--- src/rtl/cdb_arbiter_if.sv ---
// -----------------------------------------------------------------------------
// cdb_pkg / cdb_arbiter_if
//   Purpose: shared completion-packet type and the bundle of handshake/bus
//   signals between the functional units, the completion arbiter and the CDB.
//   Modports:
//     slave  - arbiter side: takes ex_valid_in/ex_packet_in, drives
//              ex_ready_out, ex_packet_out, ex_valid_out, grant_idx_out
//     master - FU/CDB side: the mirror image of slave
//   Signals:
//     ex_valid_in   [NUM_FU]        FU i has a completed packet
//     ex_packet_in  [NUM_FU]        FU i completion packet
//     ex_ready_out  [NUM_FU]        slot i accepts a packet this edge
//     ex_packet_out                 granted packet broadcast on the CDB
//     ex_valid_out                  ex_packet_out is a real completion
//     grant_idx_out [FU_IDX_W]      index of the granted slot
// -----------------------------------------------------------------------------
package cdb_pkg;

  typedef struct packed {
    logic [31:0] npc;
    logic [31:0] alu_result;
    logic [4:0]  dest_reg_idx;
    logic        is_ZEROREG;
    logic        take_branch;
  } ex_packet_t;

endpackage

interface cdb_arbiter_if #(
  parameter int NUM_FU   = 4,
  parameter int FU_IDX_W = $clog2(NUM_FU)
);

  logic [NUM_FU-1:0]                      ex_valid_in;
  cdb_pkg::ex_packet_t [NUM_FU-1:0]       ex_packet_in;
  logic [NUM_FU-1:0]                      ex_ready_out;
  cdb_pkg::ex_packet_t                    ex_packet_out;
  logic                                   ex_valid_out;
  logic [FU_IDX_W-1:0]                    grant_idx_out;

  modport slave (
    input  ex_valid_in,
    input  ex_packet_in,
    output ex_ready_out,
    output ex_packet_out,
    output ex_valid_out,
    output grant_idx_out
  );

  modport master (
    output ex_valid_in,
    output ex_packet_in,
    input  ex_ready_out,
    input  ex_packet_out,
    input  ex_valid_out,
    input  grant_idx_out
  );

endinterface

--- src/rtl/cdb_arbiter.sv ---
// -----------------------------------------------------------------------------
// cdb_arbiter
//   Purpose: completion arbiter between the functional units and the CDB.
//   Each FU owns a one-entry holding slot. One occupied slot per cycle is
//   granted (round-robin from rr_ptr) and broadcast; FUs are back-pressured
//   while their slot is full and not being granted. squash empties all slots.
//   Ports:
//     clock   in   clock, all state updates on posedge
//     reset   in   synchronous active-high reset (overrides everything)
//     squash  in   mispredict flush, clears all slots and drops inputs
//     cdb     if   cdb_arbiter_if.slave (FU completion ports + CDB output)
//   Configuration macro:
//     CDB_FIXED_PRIO_EN - grant goes to the lowest-index occupied slot and
//                         the round-robin pointer is held at zero.
//   Implementation note: every output is a pure function of the slot state.
//   Instead of decoding it combinationally after the flops, the same function
//   is evaluated on the next state and registered alongside it, so outputs
//   come straight from flops with identical cycle timing.
// -----------------------------------------------------------------------------
module cdb_arbiter #(
  parameter int NUM_FU   = 4,
  parameter int FU_IDX_W = $clog2(NUM_FU)
) (
  input  logic          clock,
  input  logic          reset,
  input  logic          squash,
  cdb_arbiter_if.slave  cdb
);

  typedef cdb_pkg::ex_packet_t pkt_t;

  typedef struct packed {
    logic                found;
    logic [FU_IDX_W-1:0] idx;
  } pick_t;

  localparam logic [NUM_FU-1:0]   ONE_VEC  = {{(NUM_FU-1){1'b0}}, 1'b1};
  localparam logic [FU_IDX_W-1:0] LAST_IDX = FU_IDX_W'(NUM_FU - 1);

  // First occupied slot scanning ptr, ptr+1, ... mod NUM_FU. The loop runs
  // backwards so the earliest position in scan order is the last one written.
  function automatic pick_t pick_f(input logic [NUM_FU-1:0]   valid,
                                   input logic [FU_IDX_W-1:0] ptr);
    pick_t r;
    int    j;
    r.found = 1'b0;
    r.idx   = '0;
    for (int k = NUM_FU - 1; k >= 0; k--) begin
      j       = (int'(ptr) + k) % NUM_FU;
      r.idx   = valid[j] ? FU_IDX_W'(j) : r.idx;
      r.found = valid[j] | r.found;
    end
    return r;
  endfunction

  function automatic logic [NUM_FU-1:0] onehot_f(input pick_t p);
    return p.found ? (ONE_VEC << p.idx) : {NUM_FU{1'b0}};
  endfunction

  logic [NUM_FU-1:0]    slot_valid_q, slot_valid_d;
  pkt_t [NUM_FU-1:0]    slot_pkt_q,   slot_pkt_d;
  logic [FU_IDX_W-1:0]  rr_ptr_q,     rr_ptr_d;

  logic                 ex_valid_q,   ex_valid_d;
  pkt_t                 ex_packet_q,  ex_packet_d;
  logic [FU_IDX_W-1:0]  grant_idx_q,  grant_idx_d;
  logic [NUM_FU-1:0]    ex_ready_q,   ex_ready_d;

  pick_t                cur_s, nxt_s;
  logic [NUM_FU-1:0]    cur_gnt_s, nxt_gnt_s, ready_s, accept_s;

  // Next slot state from the current grant and accepted inputs, then the
  // output image of that next state.
  always_comb begin
    cur_s     = pick_f(slot_valid_q, rr_ptr_q);
    cur_gnt_s = onehot_f(cur_s);
    // A granted slot drains this edge, so it may be refilled on the same edge.
    ready_s   = ~slot_valid_q | cur_gnt_s;
    accept_s  = cdb.ex_valid_in & ready_s & {NUM_FU{~squash}};

    slot_valid_d = squash ? {NUM_FU{1'b0}}
                          : ((slot_valid_q & ~cur_gnt_s) | accept_s);
    slot_pkt_d   = slot_pkt_q;
    for (int i = 0; i < NUM_FU; i++) begin
      slot_pkt_d[i] = accept_s[i] ? cdb.ex_packet_in[i] : slot_pkt_q[i];
    end

`ifdef CDB_FIXED_PRIO_EN
    rr_ptr_d = {FU_IDX_W{1'b0}};
`else
    // Pointer moves past the winner even in a squash cycle.
    if (cur_s.found) begin
      rr_ptr_d = (cur_s.idx == LAST_IDX) ? {FU_IDX_W{1'b0}}
                                         : cur_s.idx + FU_IDX_W'(1);
    end else begin
      rr_ptr_d = rr_ptr_q;
    end
`endif

    nxt_s       = pick_f(slot_valid_d, rr_ptr_d);
    nxt_gnt_s   = onehot_f(nxt_s);
    ex_valid_d  = |slot_valid_d;
    ex_packet_d = nxt_s.found ? slot_pkt_d[nxt_s.idx] : pkt_t'('0);
    grant_idx_d = nxt_s.found ? nxt_s.idx : {FU_IDX_W{1'b0}};
    ex_ready_d  = ~slot_valid_d | nxt_gnt_s;
  end

  // State and registered-output flops with synchronous reset.
  always_ff @(posedge clock) begin
    if (reset) begin
      slot_valid_q <= {NUM_FU{1'b0}};
      slot_pkt_q   <= '0;
      rr_ptr_q     <= {FU_IDX_W{1'b0}};
      ex_valid_q   <= 1'b0;
      ex_packet_q  <= '0;
      grant_idx_q  <= {FU_IDX_W{1'b0}};
      ex_ready_q   <= {NUM_FU{1'b1}};
    end else begin
      slot_valid_q <= slot_valid_d;
      slot_pkt_q   <= slot_pkt_d;
      rr_ptr_q     <= rr_ptr_d;
      ex_valid_q   <= ex_valid_d;
      ex_packet_q  <= ex_packet_d;
      grant_idx_q  <= grant_idx_d;
      ex_ready_q   <= ex_ready_d;
    end
  end

  assign cdb.ex_valid_out  = ex_valid_q;
  assign cdb.ex_packet_out = ex_packet_q;
  assign cdb.grant_idx_out = grant_idx_q;
  assign cdb.ex_ready_out  = ex_ready_q;

endmodule

--- src/flat_wrapper.sv ---
// flat-port wrapper written by rule: the top's interface ports become plain ports
module cdb_arbiter_flat 
#(
  parameter int NUM_FU   = 4,
  parameter int FU_IDX_W = $clog2(NUM_FU)
)
  (clock, reset, squash, cdb_ex_valid_in, cdb_ex_packet_in, cdb_ex_ready_out, cdb_ex_packet_out, cdb_ex_valid_out, cdb_grant_idx_out);
  cdb_arbiter_if #(.NUM_FU(NUM_FU), .FU_IDX_W(FU_IDX_W)) cdb_i ();
  input  logic clock;
  input  logic reset;
  input  logic squash;
  input wire logic [$bits(cdb_i.ex_valid_in)-1:0] cdb_ex_valid_in;
  input wire logic [$bits(cdb_i.ex_packet_in)-1:0] cdb_ex_packet_in;
  output wire logic [$bits(cdb_i.ex_ready_out)-1:0] cdb_ex_ready_out;
  output wire logic [$bits(cdb_i.ex_packet_out)-1:0] cdb_ex_packet_out;
  output wire logic [$bits(cdb_i.ex_valid_out)-1:0] cdb_ex_valid_out;
  output wire logic [$bits(cdb_i.grant_idx_out)-1:0] cdb_grant_idx_out;
  assign cdb_i.ex_valid_in = cdb_ex_valid_in;
  assign cdb_i.ex_packet_in = cdb_ex_packet_in;
  assign cdb_ex_ready_out = cdb_i.ex_ready_out;
  assign cdb_ex_packet_out = cdb_i.ex_packet_out;
  assign cdb_ex_valid_out = cdb_i.ex_valid_out;
  assign cdb_grant_idx_out = cdb_i.grant_idx_out;
  cdb_arbiter #(.NUM_FU(NUM_FU), .FU_IDX_W(FU_IDX_W)) u_core (.clock(clock), .reset(reset), .squash(squash), .cdb(cdb_i));
endmodule
--- config.mk ---
export PLATFORM = sky130hd
export DESIGN_NAME = cdb_arbiter_flat
export DESIGN_NICKNAME = d
export VERILOG_FILES = /design/src/rtl/cdb_arbiter_if.sv /design/src/rtl/cdb_arbiter.sv /design/src/flat_wrapper.sv
export SDC_FILE = /design/constraint.sdc
export NUM_CORES = 1
export LEC_CHECK = 0
export CAP_MARGIN = 20
export CORE_ASPECT_RATIO = 1.1
export CORE_UTILIZATION = 30
export DETAILED_ROUTE_END_ITERATION = 16
export PLACE_DENSITY = 0.52
export RECOVER_POWER = 100
export SLEW_MARGIN = 25
export SYNTH_ARGS = -nofsm -noshare
export SYNTH_HDL_FRONTEND = slang
export SYNTH_SLANG_ARGS = --single-unit
--- constraint.sdc ---
create_clock -name clock -period 4.5 [get_ports clock]
set_input_delay 0.9 -clock clock [delete_from_list [all_inputs] [get_ports clock]]
set_output_delay 0.9 -clock clock [all_outputs]
set_load 0.1 [all_outputs]
==> results of run 1 <==
[power by group]
group / internal [mW] / leakage, nW / switching (mW) / total (mW)
Combinational: 0.668 / 6.09 / 1.03 / 1.70
Sequential: 3.45 / 3.01 / 0.0545 / 3.50
Clock: 2.19 / 0.728 / 1.36 / 3.54
Total: 6.30 / 9.83 / 2.45 / 8.75
[state kept, by name (all words and copies together) (netlist names)]
signal,count
u_core.slot_pkt_q,284
u_core.cdb.ex_ready_out,4
u_core.cdb.ex_packet_out,71
u_core.cdb.grant_idx_out,2
u_core.slot_valid_q,4
u_core.cdb.ex_valid_out,1
u_core.rr_ptr_q,2
[layer usage]
layer / routed length, µm / part of all wire / GRT usage / vias up
li1: - / - / - / 5218
met1: 19020 / 0.43 / 0.2189 / 5120
met2: 21330 / 0.48 / 0.3029 / 277
met3: 2729 / 0.062 / 0.04720 / 64
met4: 1076 / 0.024 / 0.06273 / 4
met5: 30 / 0.00068 / 0 / -
[kinds of logic (layout without fill, tap and decap cells)]
logic type | after synthesis | in the layout | synth area share
buf+inv | 103 | 472 | 0.04256
mux | 430 | 430 | 0.2994
flops | 368 | 368 | 0.5114
other cells | 0 | 4 | 0
simple gates | 316 | 316 | 0.08860
compound gates | 94 | 94 | 0.05455
fa+ha+maj | 4 | 4 | 0.003474
[final cells by class]
type / instances / share of cell area
antenna: 4 / 0.0005006
inverter: 7 / 0.001314
sequential: 368 / 0.3684
tap: 637 / 0.03986
clock inverter: 12 / 0.006758
timing repair buffer: 393 / 0.1950
multi-input combinational: 844 / 0.3225
clock buffer: 60 / 0.06564
[worst max-delay path, delay by kind of cell (launching register included)]
kind,cells,cell delay [ns]
AOI/OAI and AO/OA,3,0.58
buffers and inverters,1,0.53
and+or+nand+nor,2,1.32
adders and majority gates,1,0.19
muxes,3,0.62
DFF,1,0.45
[synth_stat cells (3+ instances only)]
cell	count
buf_6	4
clkbuf_1	39
a21oi_1	6
a22o_1	71
buf_12	8
inv_1	7
nor2_1	290
a21o_1	3
o21ai_0	3
nand3_1	3
dfxtp_1	368
ha_1	4
buf_2	40
buf_4	3
nand2b_1	3
mux2i_1	428
nand2_1	6
[how the worst max path moves through the flow]
stage | slack [ns] | end
finish | 0.70 | u_core.cdb.ex_packet_out[23]$_SDFF_PP0_
detailed placement | 1.0 | u_core.cdb.ex_packet_out[41]$_SDFF_PP0_
floorplan | 1.60 | u_core.cdb.ex_packet_out[12]$_SDFF_PP0_
global placement | 1.0 | u_core.cdb.ex_packet_out[41]$_SDFF_PP0_
global route | 0.34 | u_core.cdb.ex_packet_out[8]$_SDFF_PP0_
CTS | 0.97 | u_core.cdb.ex_packet_out[41]$_SDFF_PP0_
==> qor.yml, run 1 <==
global_routing:
  grt_pass1_wl_um: 66430
  antenna_found_initial: 6
  grt.total_usage: 0.1793
  grt_pass1_vias: 11070
  grt.overflow.total: 0
  grt_start_max_net_pins: 193
worst_setup_path:
  worst_path_most_repeated_cell: "mux2i_1"
  cp.arrival_ns: 4.24
  path_max_fanout: 31
  crit_start: "u_core.rr_ptr_q[1]$_SDFF_PP0_"
  worstReg2RegStart: "u_core.rr_ptr_q[1]$_SDFF_PP0_"
  path_class: "flip-flop to flip-flop"
  endpoint_kind: "flip-flop"
  slowest_stage: "or3b_2"
  reg2reg_to: "u_core.cdb.ex_packet_out[23]$_SDFF_PP0_"
  critPathLaunchType: "flip-flop"
  worstRegToRegCells: 10
  crit_chain: "mux2i_1, a21oi_1, o21a_1, ha_1, and2b_1, or3b_2, clkbuf_1, mux2i_1, mux2i_1, a22o_1"
  rrSetupSlack_ns: 0.70
  required_ns: 4.94
  slowest_delay_ns: 1.06
logic_synthesis:
  synth_fp_nets: 1610
  ys_seq_area_frac: 0.5114
  synth_top_cell_by_area: "dfxtp_1"
  synth_seq_cells: 368
  syn_inst: 1315
  ys_warn_count: 0
  ys.flop_type: "dfxtp_1"
  synth-edff-count: 0
  yosysTopAreaCellShare: 0.5114
  synth.area.top_cells: "dfxtp_1 51%, mux2i_1 30%, nor2_1 7.6%"
  synthArstFlopShare: 0
  synth_cell_types: 40
  postSynthAreaPerCell_um2: 10.95
  syn_area_um2: 14410
drt:
  antenna_left: 0
  drc_errors: 0
  drtIter0Drc: 430
  via_per_inst: 4.595
  wl_um: 44190
  firstDrtPassIters: 5
  vias: 10680
  routedWlPerCell_um: 19.00
final_layout:
  most-common-layout-cells: "428 x mux2i_1, 368 x dfxtp_1, 291 x nor2_1"
  nets: 1951
  ff_latch_area_um2: 7367
  finalNonFillerCells: 2325
  area_growth_pct: 38.81
  final_cell_area_um2: 20000
  multi_input_area_um2: 6449
  nFillCells: 4603
  final_common_cell: "mux2i_1"
  drive_gt1_frac: 0.06057
  final_util: 0.4250
clocking:
  cts_buffers: 42
  htree_levels: 2
  ctsLongestPathBuffers: 3
  clk-insertion-delay-late_ns: 0.55
  hold_buffers: 0
  cts_resized: 0
  cts.sink_count: 368
  clkTransAtPathRegs_ns: 0.06
  cts_root_buffer: "clkbuf_16"
  tritoncts: "yes"
  cts_setup_buffers: 0
floorplan:
  start_util: 0.3062
  die_w_um: 210.9
  rows: 83
  die_area_um2: 48900
  dieHeight_um: 231.8
  coreArea_um2: 47040
  num_io_pins: 369
min_path:
  hold_end: "u_core.slot_pkt_q[72]$_SDFF_PP0_"
  hold_depth: 2
  min_from: "u_core.slot_pkt_q[72]$_SDFF_PP0_"
  hold_class: "flip-flop to flip-flop"
flow_run:
  maxCapViolCount: 1
power_and_ir_drop:
  p_leak_nw: 9.828
  p_total_mw: 8.748
  p_per_area_nw_per_um2: 437.5
  ir_drop_uv: 238.5
place:
  place_area_um2: 18610
  placed_cells: 2249
  dpl.hpwl_um: 30800
  io_buffers: 368
  gp_congestion: 0.8012
  pre_cts_ws_ns: 0.9978
sta:
  final.period_utilization: 0.8454
  maxSlewHeadroom: -0.6680
  finalSetupTns_ns: 0
  finalMaxSlewViolations: 55
  hold_ws_ns: 0.4901
  hold_violations: 0
  setup_violations: 0
  worst_slew_pin_slew_ns: 2.502
  period_needed_ns: 3.804
  max_freq_mhz: 262.9
  rsz0062_at_grt: "false"
  finClkSkew_ns: 0.009658
  layout_setup_ws_ns: 0.6957
run_status:
  status: "finished, violations left"
  violations: "capacitance limit, slew limit"
(Power assumes the default switching activity.)
==> run 2: changes to the inputs <==
==> constraint.sdc (replaced) <==
create_clock -name clock -period 3.8 [get_ports clock]
set_input_delay 0.76 -clock clock [delete_from_list [all_inputs] [get_ports clock]]
set_output_delay 0.76 -clock clock [all_outputs]
set_load 0.1 [all_outputs]
==> run 2 against run 1 <==
The run still ends with capacitance limit, slew limit left. Count of clock-buffer cells in the layout decreased by 4. Utilization shrank 0.093 points. Hold slack lost 0.0025 ns. Highest routed layer unchanged. Final area shrank 0.22%. First-iteration DRC count up 4.0%. Critical path type is now primary input to flip-flop. Clock skew rose by 0.0031 ns. Via count decreased by 0.37%. Sequential cell count stayed put. Total power up 17%. Clock power grew 15%. Non-clock buffer count decreased by 3.
==> qor.yml, run 2 (synthesis results as in run 1) <==
run_status:
  status: "finished, violations left"
  violations: "capacitance limit, slew limit"
final_layout:
  final_util: 0.4241  # -0.0009310
  finalNonFillerCells: 2321  # -0.17%
  area_growth_pct: 38.50
  most-common-layout-cells: "428 x mux2i_1, 368 x dfxtp_1, 291 x nor2_1"
  largest_reg_flops: 284  # unchanged
  top_register: "u_core.slot_pkt_q"
  drive_gt1_frac: 0.05949  # -0.001082
  nets: 1948  # -0.15%
  final_common_cell: "mux2i_1"
floorplan:
  dieHeight_um: 231.8  # unchanged
  rows: 83  # unchanged
  start_util: 0.3062  # unchanged
  num_io_pins: 369  # unchanged
  die_area_um2: 48900  # unchanged
  die_w_um: 210.9  # unchanged
  coreArea_um2: 47040  # unchanged
global_routing:
  grt_pass1_vias: 11100  # +0.33%
  grt.total_usage: 0.1796  # +0.0002439
  grt_pass1_wl_um: 66410  # about the same
  grt_start_max_net_pins: 204  # +5.7%
  grt.overflow.total: 0  # unchanged
  antenna_found_initial: 7  # +1
worst_setup_path:
  path_buf_inv: 2  # +1
  endpoint_kind: "flip-flop"
  critPathLaunchType: "primary input"
  path_class: "primary input to flip-flop"
  slowest_stage: "clkbuf_4"
  required_ns: 4.12  # -0.82 ns
  crit_chain: "buf_4, clkbuf_4, nor2_1"
  critical_path.top_delay_family: "buffers and inverters"
  path_max_fanout: 203  # +550%
  slowest_delay_ns: 1.76  # +0.70 ns
  cp.arrival_ns: 3.82  # -0.42 ns
sta:
  finalSetupTns_ns: 0  # unchanged
  rsz0062_at_grt: "false"
  worst_slew_pin_slew_ns: 2.588  # +0.08554 ns
  final.period_utilization: 0.9200
  layout_setup_ws_ns: 0.3041  # -0.3916 ns
  maxSlewHeadroom: -0.7250  # -0.05702
  hold_violations: 0  # unchanged
  setup_violations: 0  # unchanged
  finClkSkew_ns: 0.01273  # +0.003074 ns
  finalMaxSlewViolations: 204  # +270%
  hold_ws_ns: 0.4876  # -0.002476 ns
  period_needed_ns: 3.496
  max_freq_mhz: 286.1
clocking:
  cts_setup_buffers: 0  # unchanged
  clkTransAtPathRegs_ns: 0.06  # about the same
  ctsLongestPathBuffers: 3  # unchanged
  htree_levels: 2  # unchanged
  cts_root_buffer: "clkbuf_16"
  tritoncts: "yes"
  cts_buffers: 42  # unchanged
  clk-insertion-delay-late_ns: 0.55  # about the same
  cts.sink_count: 368  # unchanged
drt:
  drtIter0Drc: 447  # +4.0%
  routedWlPerCell_um: 19.07  # +0.36%
  antenna_left: 0  # unchanged
  wl_um: 44270  # +0.19%
  via_per_inst: 4.586  # -0.19%
  drc_errors: 0  # unchanged
  vias: 10640  # -0.37%
  firstDrtPassIters: 5  # unchanged
place:
  io_buffers: 368  # unchanged
  placed_cells: 2246  # -0.13%
  gp_congestion: 0.7925  # -1.1%
  dpl.hpwl_um: 29840  # -3.1%
  pre_cts_ws_ns: 0.2419  # -0.7558 ns
power_and_ir_drop:
  p_leak_nw: 9.811  # -0.18%
  p_per_area_nw_per_um2: 513.3  # +17%
  ir_drop_uv: 327.1  # +37%
min_path:
  hold_class: "flip-flop to flip-flop"
flow_run:
  maxCapViolCount: 1  # unchanged
[run 2: cell types whose count changed in the layout (fill, tap and decap cells not counted), sizes merged]
cell	previous run	this run
bufinv	3	4
clkinv	9	11
inv	7	8
clkbuf	70	59
diode	4	3
buf	16	20
[run 2: what timing repair did]
action | CTS | global route
gates resized for setup | 0 | 1
hold endpoints to repair | 0 | 0
endpoints found under the setup margin | 0 | 21
hold buffers | 0 | 0
[run 2: stage by stage]
| stage | power, mW | instance area, µm² |
|---|---|---|
| after global routing | 10.69 | 19950 |
| after floorplan | 5.627 | 14410 |
| after detailed placement | 6.313 | 18650 |
| final | 10.24 | 19950 |
| after global placement | 6.301 | 18650 |
| after CTS | 10.45 | 20020 |
[run 2: cell type report]
type,instances,area [µm²]
antenna,3,7.507
inverter,7,26.28
sequential,368,7367
clock buffer,56,1185
timing repair buffer,390,3956
clock inverter,16,183.9
tap,637,797.0
fill,4650,27090
multi-input combinational,844,6429
[run 2: worst paths after layout]
path | to | startpoint | slack, ns | depth (start not counted)
max reg2reg | u_core.cdb.ex_packet_out[57]$_SDFF_PP0_ | u_core.slot_valid_q[1]$_SDFF_PP0_ | 0.31 | 11
min reg2reg | u_core.slot_pkt_q[224]$_SDFF_PP0_ | u_core.slot_pkt_q[224]$_SDFF_PP0_ | 0.49 | 2
min | u_core.slot_pkt_q[224]$_SDFF_PP0_ | u_core.slot_pkt_q[224]$_SDFF_PP0_ | 0.49 | 2
max | u_core.slot_pkt_q[246]$_SDFF_PP0_ | reset | 0.30 | 3
[run 2: layer usage]
metal	up-vias	global-route usage	wire length (µm)
met5	-	0	53
met4	8	0.04755	730
met3	62	0.05315	2738
met2	240	0.3170	22400
met1	5125	0.2100	18340
li1	5209	-	-
[run 2: tightest hold or removal path, delay by kind of cell (launching register included)]
| family | cells | cell delay [ns] |
|---|---|---|
| muxes | 1 | 0.07 |
| DFF | 1 | 0.30 |
| and+or+nand+nor | 1 | 0.08 |
[run 2: power breakdown]
group,internal [mW],total (mW),switching [mW]
registers,4.08,4.14,0.0636
clock network,2.45,4.08,1.63
logic,0.803,2.02,1.22
total,7.34,10.2,2.91
